File: config.mk
export PLATFORM = sky130hd
export DESIGN_NAME = price_stats_accumulator
export DESIGN_NICKNAME = d
export VERILOG_FILES = /design/src/rtl/price_stats_accumulator.sv
export SDC_FILE = /design/constraint.sdc
export NUM_CORES = 2
export LEC_CHECK = 0
export ABC_CLOCK_PERIOD_IN_PS = 31400
export BUFFER_PORTS_ARGS = -buffer_cell sky130_fd_sc_hd__buf_2
export CAP_MARGIN = 40
export CORE_ASPECT_RATIO = 0.75
export CORE_MARGIN = 5
export CORE_UTILIZATION = 60
export CTS_CLUSTER_SIZE = 14
export DETAILED_ROUTE_END_ITERATION = 7
export GPL_TIMING_DRIVEN = 1
export PLACE_DENSITY_LB_ADDON = 0.25
export SETUP_SLACK_MARGIN = 0.1
export SYNTH_ARGS = -nofsm -noshare
export SYNTH_HDL_FRONTEND = slang
export SYNTH_SLANG_ARGS = --single-unit
File: constraint.sdc
create_clock -name CLK -period 31.4 [get_ports CLK]
set_input_delay 9.42 -clock CLK [delete_from_list [all_inputs] [get_ports CLK]]
set_output_delay 9.42 -clock CLK [all_outputs]
set_load 0.005 [all_outputs]
File: src/rtl/price_stats_accumulator.sv
// price_stats_accumulator
//
// Collects one batch of N = 2^N_LOG2 simulated terminal prices and reports the
// batch mean, population variance, minimum, maximum and the number of samples
// strictly below a loss threshold.
//
// Ports:
//   CLK         in   1           clock, all state updates on the rising edge
//   RST         in   1           asynchronous active-high reset
//   iStart      in   1           begin a new batch (honoured only when idle)
//   iThreshold  in   18          loss threshold, captured with an accepted iStart
//   iValid      in   1           iPrice carries a sample this cycle
//   iPrice      in   18          unsigned sample price
//   oBusy       out  1           batch in progress (accumulating or finalising)
//   oDone       out  1           one-cycle completion pulse
//   oMean       out  18          truncated batch mean
//   oVar        out  36          population variance, clamped at zero
//   oMin/oMax   out  18          smallest / largest sample of the batch
//   oLossCount  out  N_LOG2+1    samples strictly below the threshold
module price_stats_accumulator #(
    parameter int unsigned N_LOG2 = 10
) (
    input  logic                CLK,
    input  logic                RST,
    input  logic                iStart,
    input  logic [17:0]         iThreshold,
    input  logic                iValid,
    input  logic [17:0]         iPrice,
    output logic                oBusy,
    output logic                oDone,
    output logic [17:0]         oMean,
    output logic [35:0]         oVar,
    output logic [17:0]         oMin,
    output logic [17:0]         oMax,
    output logic [N_LOG2:0]     oLossCount
);

    localparam int unsigned N    = 1 << N_LOG2;
    localparam int unsigned SumW = N_LOG2 + 18;
    localparam int unsigned SqW  = N_LOG2 + 36;
    localparam int unsigned CntW = N_LOG2 + 1;

    typedef enum logic [1:0] {
        Idle,
        Accum,
        Final,
        Done
    } stateE;

    stateE stateQ;
    stateE stateD;

    logic [SumW-1:0] sumQ;
    logic [SqW-1:0]  sumSqQ;
    logic [CntW-1:0] countQ;
    logic [CntW-1:0] lossQ;
    logic [17:0]     minQ;
    logic [17:0]     maxQ;
    logic [17:0]     thresholdQ;

    logic            startBatch;
    logic            accept;
    logic            lastSample;
    logic [35:0]     priceSq;
    logic [17:0]     meanVal;
    logic [35:0]     meanSqVal;
    logic [35:0]     msqVal;
    logic [35:0]     varVal;

    assign startBatch = (stateQ == Idle) && iStart;
    assign accept     = (stateQ == Accum) && iValid;
    // Counter holds N-1 while the final sample is presented; that edge leaves Accum.
    assign lastSample = accept && (countQ == CntW'(N - 1));
    assign priceSq    = 36'(iPrice) * 36'(iPrice);

    // Finalisation arithmetic; only registered while in Final.
    assign meanVal    = 18'(sumQ >> N_LOG2);
    assign msqVal     = 36'(sumSqQ >> N_LOG2);
    assign meanSqVal  = 36'(meanVal) * 36'(meanVal);
    assign varVal     = (msqVal >= meanSqVal) ? (msqVal - meanSqVal) : 36'd0;

    // State register
    always_ff @(posedge CLK or posedge RST) begin
        if (RST) begin
            stateQ <= Idle;
        end else begin
            stateQ <= stateD;
        end
    end

    // Next-state logic
    always_comb begin
        stateD = stateQ;
        unique case (stateQ)
            Idle:    if (iStart) stateD = Accum;
            Accum:   if (lastSample) stateD = Final;
            Final:   stateD = Done;
            Done:    stateD = Idle;
            default: stateD = Idle;
        endcase
    end

    // FSM outputs
    always_comb begin
        oBusy = (stateQ == Accum) || (stateQ == Final);
        oDone = (stateQ == Done);
    end

    // Accumulators and result registers
    always_ff @(posedge CLK or posedge RST) begin
        if (RST) begin
            sumQ       <= '0;
            sumSqQ     <= '0;
            countQ     <= '0;
            lossQ      <= '0;
            minQ       <= '0;
            maxQ       <= '0;
            thresholdQ <= '0;
            oMean      <= '0;
            oVar       <= '0;
            oMin       <= '0;
            oMax       <= '0;
            oLossCount <= '0;
        end else begin
            if (startBatch) begin
                sumQ       <= '0;
                sumSqQ     <= '0;
                countQ     <= '0;
                lossQ      <= '0;
                minQ       <= '1;
                maxQ       <= '0;
                thresholdQ <= iThreshold;
            end
            if (accept) begin
                sumQ   <= sumQ + SumW'(iPrice);
                sumSqQ <= sumSqQ + SqW'(priceSq);
                countQ <= countQ + 1'b1;
                if (iPrice < minQ) minQ <= iPrice;
                if (iPrice > maxQ) maxQ <= iPrice;
                if (iPrice < thresholdQ) lossQ <= lossQ + 1'b1;
            end
            if (stateQ == Final) begin
                oMean      <= meanVal;
                oVar       <= varVal;
                oMin       <= minQ;
                oMax       <= maxQ;
                oLossCount <= lossQ;
            end
        end
    end

endmodule
# Word level (Yosys, flattened, before mapping)

Cells that the tools add are included.

Multiply operators: 2
Bitwise logic cells: 0
$add $sub $neg: 5
Eq/ne operators: 6
Reductions and logical operators: 7
Shift-type cells: 0
Mux-type cells: 19
Divide/modulo/power cells: 0
$lt $le $gt $ge: 4

Operator list:

| kind                  | number |
|---|---|
| $mux 18               | 6 |
| $mux 46               | 2 |
| $mul 18x18->36        | 2 |
| $mux 28               | 2 |
| $mux 11               | 5 |
| $add 46x36->46        | 1 |
| $ge 36x36->1          | 1 |
| $lt 18x18->1          | 2 |
| $mux 36               | 1 |
| $sub 36x36->36        | 1 |
| $add 28x18->28        | 1 |
| $add 11x1->11 const B | 2 |
| $gt 18x18->1          | 1 |
| $eq 11x10->1 const B  | 1 |
| $pmux 2 s4            | 1 |
| $eq 2x2->1 const B    | 2 |
| $mux 2                | 2 |
| $ne 2x2->1 const B    | 2 |
| $logic_and 1x1->1     | 3 |
| $eq 2x1->1 const B    | 1 |
| $logic_not 2->1       | 1 |
| $reduce_and 2->1      | 1 |
| $reduce_bool 2->1     | 1 |
| $logic_or 1x1->1      | 1 |

Word-level logic and storage cells: 56
Input port bits: 40
Output and inout bits: 103
Memory bits (writable): 0
ROM bits: 0
Memories: 0
Latch bits: 0
Bits in registers: 253

# Longest topological paths before layout

Depth in word-level cells: 5
Mapped depth: 36
Depth with buffers taken out: 32

# Least setup slack after synthesis

OpenSTA, ideal clock, no wires.

Kind: input to register
Start: input port iPrice[9]
End: register sumSqQ[35]
Arrival: 15.240 ns
Data required time: 31.278 ns
Buffers on the path: 2
Setup time: 0.122 ns
Slack: 16.038 ns
Stages: 23
Path through: clkbuf_1 inv_1 clkbuf_1 nor2_1 fa_1 inv_1 fa_1 inv_1 fa_1 inv_1 fa_1 fa_1 inv_1 fa_1 ha_1 o21ai_1 or2b_1 and2_4 a32oi_2 nand4_1 and4_1 or3_1 a32o_1

Cells in the longest elaborated chain, start to end: 3

Ends and longest elaborated chain:

| element              | RTL line | source |
|---|---|---|
| from (decl)          | 28       | `input logic [17:0] iPrice,` |
| $mul 18x18->36       | 74       | `assign priceSq = 36'(iPrice) * 36'(iPrice);` |
| $add 46x36->46       | 136      | `sumSqQ <= sumSqQ + SqW'(priceSq);` |
| $mux 46              | 134      | `if (accept) begin` |
| to (signal assigned) | 136      |  |
| to (decl)            | 54       | `logic [SqW-1:0] sumSqQ;` |

Every way passes these cells.
A chain may end at the register's enable or synchronous reset.

# Worst setup path in the final report

Start: input port iPrice[11]
End: register sumSqQ[35]

Same word-level chain as after synthesis.

==> summary.md <==
| Metric | Value |
|---|---|
| Worst Reg-to-Reg Cells | 27 |
| DRC | 0 |
| Netlist cell types | 91 |
| Post-CTS Setup Bufs | 0 |
| Clk_skew | 17.0 ps |
| Crit path depth | 20 |
| Vias post-DR | 25400 |
| WP buf/inv | 3 |
| Ratio of cells with drive above 1 in the final layout | 0.0893 |
| Worst Hold Class | flip-flop to flip-flop |
| GRT Util Overall | 0.302 |
| Synthesized instance count | approximately 3600 |
| CTS max path bufs | 3 |
| FF+latch count, synth | roughly 250 |
| Layout Nets | 4537 |
| Routed len/inst | 20.3 µm |
| Number of synthesized flops with an enable pin | 0 |
| Syn_area_per_cell | 9.28 µm² |
| First-pass GRT wire length | about 150000 µm |
| Period minus WS final | 15450 ps |
| Routed WL | between 80000 and 90000 µm |
| Total of max-cap violations | 0 |
| Synthesized cell area | approximately 34000 µm² |
| Antenna viol nets, final | 0 |
| GP Congestion | 0.949 |
| Vias/cell | roughly 5.7 |
| Clock slew at reported path FFs | 70 ps |
| Port Buf Inserts | 142 |
| Clk_lat worst skew | 600 ps |
| Critical path capture point type | flip-flop |
| Critical Path Most Common Cell | fa_1 |
| Sequential fraction of the synthesis area | 0.189 |
| Inserted Diodes | 0 |
| Final Cycle Share | 0.492 |
| Grt total ovfl | 0 |
| CP Launch Type | input pin |
| Status | completed |
| Commonest non-fill, non-tap cell in the layout | inv_1 |
| Mapped Nets | about 4500 |
| Share of flip-flops with an asynchronous set or reset | 1.00 |
| Ys Warns | 0 |
| DP Area | about 35000 µm² |
| Number of setup violations in the final report | 0 |
| CP Max Fanout | 16 |
| Synthesis-to-finish area growth | 7.65% |
| Largest net degree at the start of global routing | between 70 and 80 |
| CP Data Arrival Time | 15930 ps |
| CORE AREA | about 56000 µm² |
| Final Core Density | 0.648 |
| Initial DRC Count | 2262 |
| DR pass1 iterations | 6 |
| Hold Violations, Final | 0 |
| Initial antenna violation count | 0 |
| CP Class | input pin to flip-flop |
| CP top delay family | adder cells |
| Inserted Clock Buffers | 30 |
| Cts repair resizes | 0 |
| Max H-tree Level | 1 |
| Worst-Margin Slew | 960 ps |
| Die X | 283 µm |
| CP required | 31890 ps |
| Final HPWL DP | between 70000 and 80000 µm |
| Most used DFF post-synth | dfrtp_1 |
| Unrepaired setup endpoints after global routing | no |
| Highest achievable clock rate | 0.0647 GHz |
| Setup TNS | 0 ps |
| Vias in the first global route | 25900 |
| Final Slew Violations | 0 |
| CP max-delay cell | fa_1 |
| CTS Sinks | 253 |
| Num rows | 75 |
| Cts hold-fix bufs | 0 |
| Most frequent cells in the layout | inv_1, fa_1, nand2_1 |
| Max-slew headroom | 0.360 |
| Worst path cell trace | buf_2 > clkinv_1 > nor2_1 > ha_1 > xor2_1 > fa_1 > fa_1 > fa_1 > fa_1 > inv_1 > fa_1 > ha_1 > a211oi_1 > nor2_1 > o41a_1 > a32oi_2 > nand4_1 > and4_1 > or3_1 > a32o_1 |
| Worst hold stages | 1 |
| Final instance area | 36100 µm² |
| Chip height | 215 µm |
| Initial core utilization | 0.602 |
| IO Count | roughly 140 |
| CTS tree | yes |
| Die area | 60700 µm² |
| Crit path largest cell delay | 600 ps |
| Root buffer cell | clkbuf_16 |
## final timing paths
check / start / slack (ps) / to
min in group asynchronous: RST / 8850 / countQ[5]
worst min register to register: countQ[9] / 490 / countQ[9]
worst max register to register: sumQ[19] / 22030 / oVar[2]
max in group asynchronous: RST / 21090 / maxQ[7]
worst max-delay path: iPrice[11] / 15950 / sumSqQ[35]
worst min-delay path: countQ[9] / 490 / countQ[9]
## synth_stat cells (8+ instances only)
cell	count	share of area
buf_2	10	0.0015
a21o_1	86	0.019
nor3_1	16	0.0024
nor2_1	186	0.021
mux2_2	70	0.024
and4_1	11	0.0029
ha_1	343	0.13
nand2b_1	28	0.0052
nand3_1	46	0.0069
or2_2	10	0.0019
a22o_1	36	0.0094
mux2i_1	46	0.014
xor2_1	58	0.015
xnor2_1	57	0.015
and3_1	22	0.0041
nand2_1	345	0.039
fa_1	472	0.28
and2_1	59	0.011
o31ai_1	11	0.0025
buf_1	8	0.00090
o211ai_1	15	0.0034
o21a_1	19	0.0043
inv_1	788	0.088
o21bai_1	13	0.0029
o21ai_0	131	0.020
a21oi_1	137	0.020
o22ai_1	10	0.0019
clkbuf_1	104	0.012
dfrtp_1	253	0.19
a32o_1	12	0.0036
a31oi_1	11	0.0021
nor2b_1	9	0.0017
nand4_1	23	0.0043
or3_1	12	0.0022
## cell type report
| cell class | count | area [µm²] |
|---|---|---|
| sequential | 253 | 6330 |
| clock buffer | 43 | 870 |
| clock inverter | 12 | 194 |
| fill | 4466 | 19600 |
| tap | 731 | 915 |
| multi-input combinational | 2432 | 23700 |
| timing repair buffer | 171 | 1100 |
| inverter | 794 | 2990 |
## worst register-to-register path, stage by stage, from the launching register on
cell,delay (ps)
dfrtp_1,960
nand2_1,370
fa_1,620
inv_1,70
fa_1,540
fa_1,440
fa_1,540
fa_1,550
inv_1,60
fa_1,670
inv_1,70
ha_1,360
a21oi_1,270
o21a_1,170
o21ai_0,80
a41oi_1,240
a21boi_1,120
o31ai_1,370
or4b_1,470
o311a_1,160
ha_1,460
a21o_1,220
a21oi_1,200
a21oi_1,90
o221a_2,260
and2_1,350
buf_16,250
a32o_1,260
## sequential cells by signal, indices dropped and copies added, names as in the netlist
signal and flops:
thresholdQ 18, oMin 18, sumQ 28, stateQ 2, maxQ 18, lossQ 11, countQ 11, sumSqQ 46
oVar 36, minQ 18, oMax 18, oLossCount 11, oMean 18
## kinds of logic after synthesis
group / count (synthesis) / share of synthesized area
fa+ha+maj: 815 / 0.410
mux: 116 / 0.0373
compound gates: 591 / 0.120
buf+inv: 925 / 0.106
flops: 253 / 0.189
xor+xnor: 115 / 0.0301
simple gates: 795 / 0.108
## layer usage
metal  track usage  up-vias  share of wire
li1              -    11700              -
met1         0.476    12400           0.47
met2         0.405     1243           0.39
met3         0.109      113           0.13
met4        0.0498        0          0.019
met5             0        -              0
## metrics by stage
step | cells | setup slack, ps | hold WS (ps)
4_1_cts | 4436 | 16050 | 495
3_5_place_dp | 4381 | 15460 | 481
6_report | 4436 | 15950 | 487
2_1_floorplan | 3610 | 15020 | 441
3_3_place_gp | 4368 | 15490 | 471
5_1_grt | 4436 | 15550 | 515
Power is not shown: default switching activity piles up to over one toggle a cycle in this logic, so the estimate is an artifact.
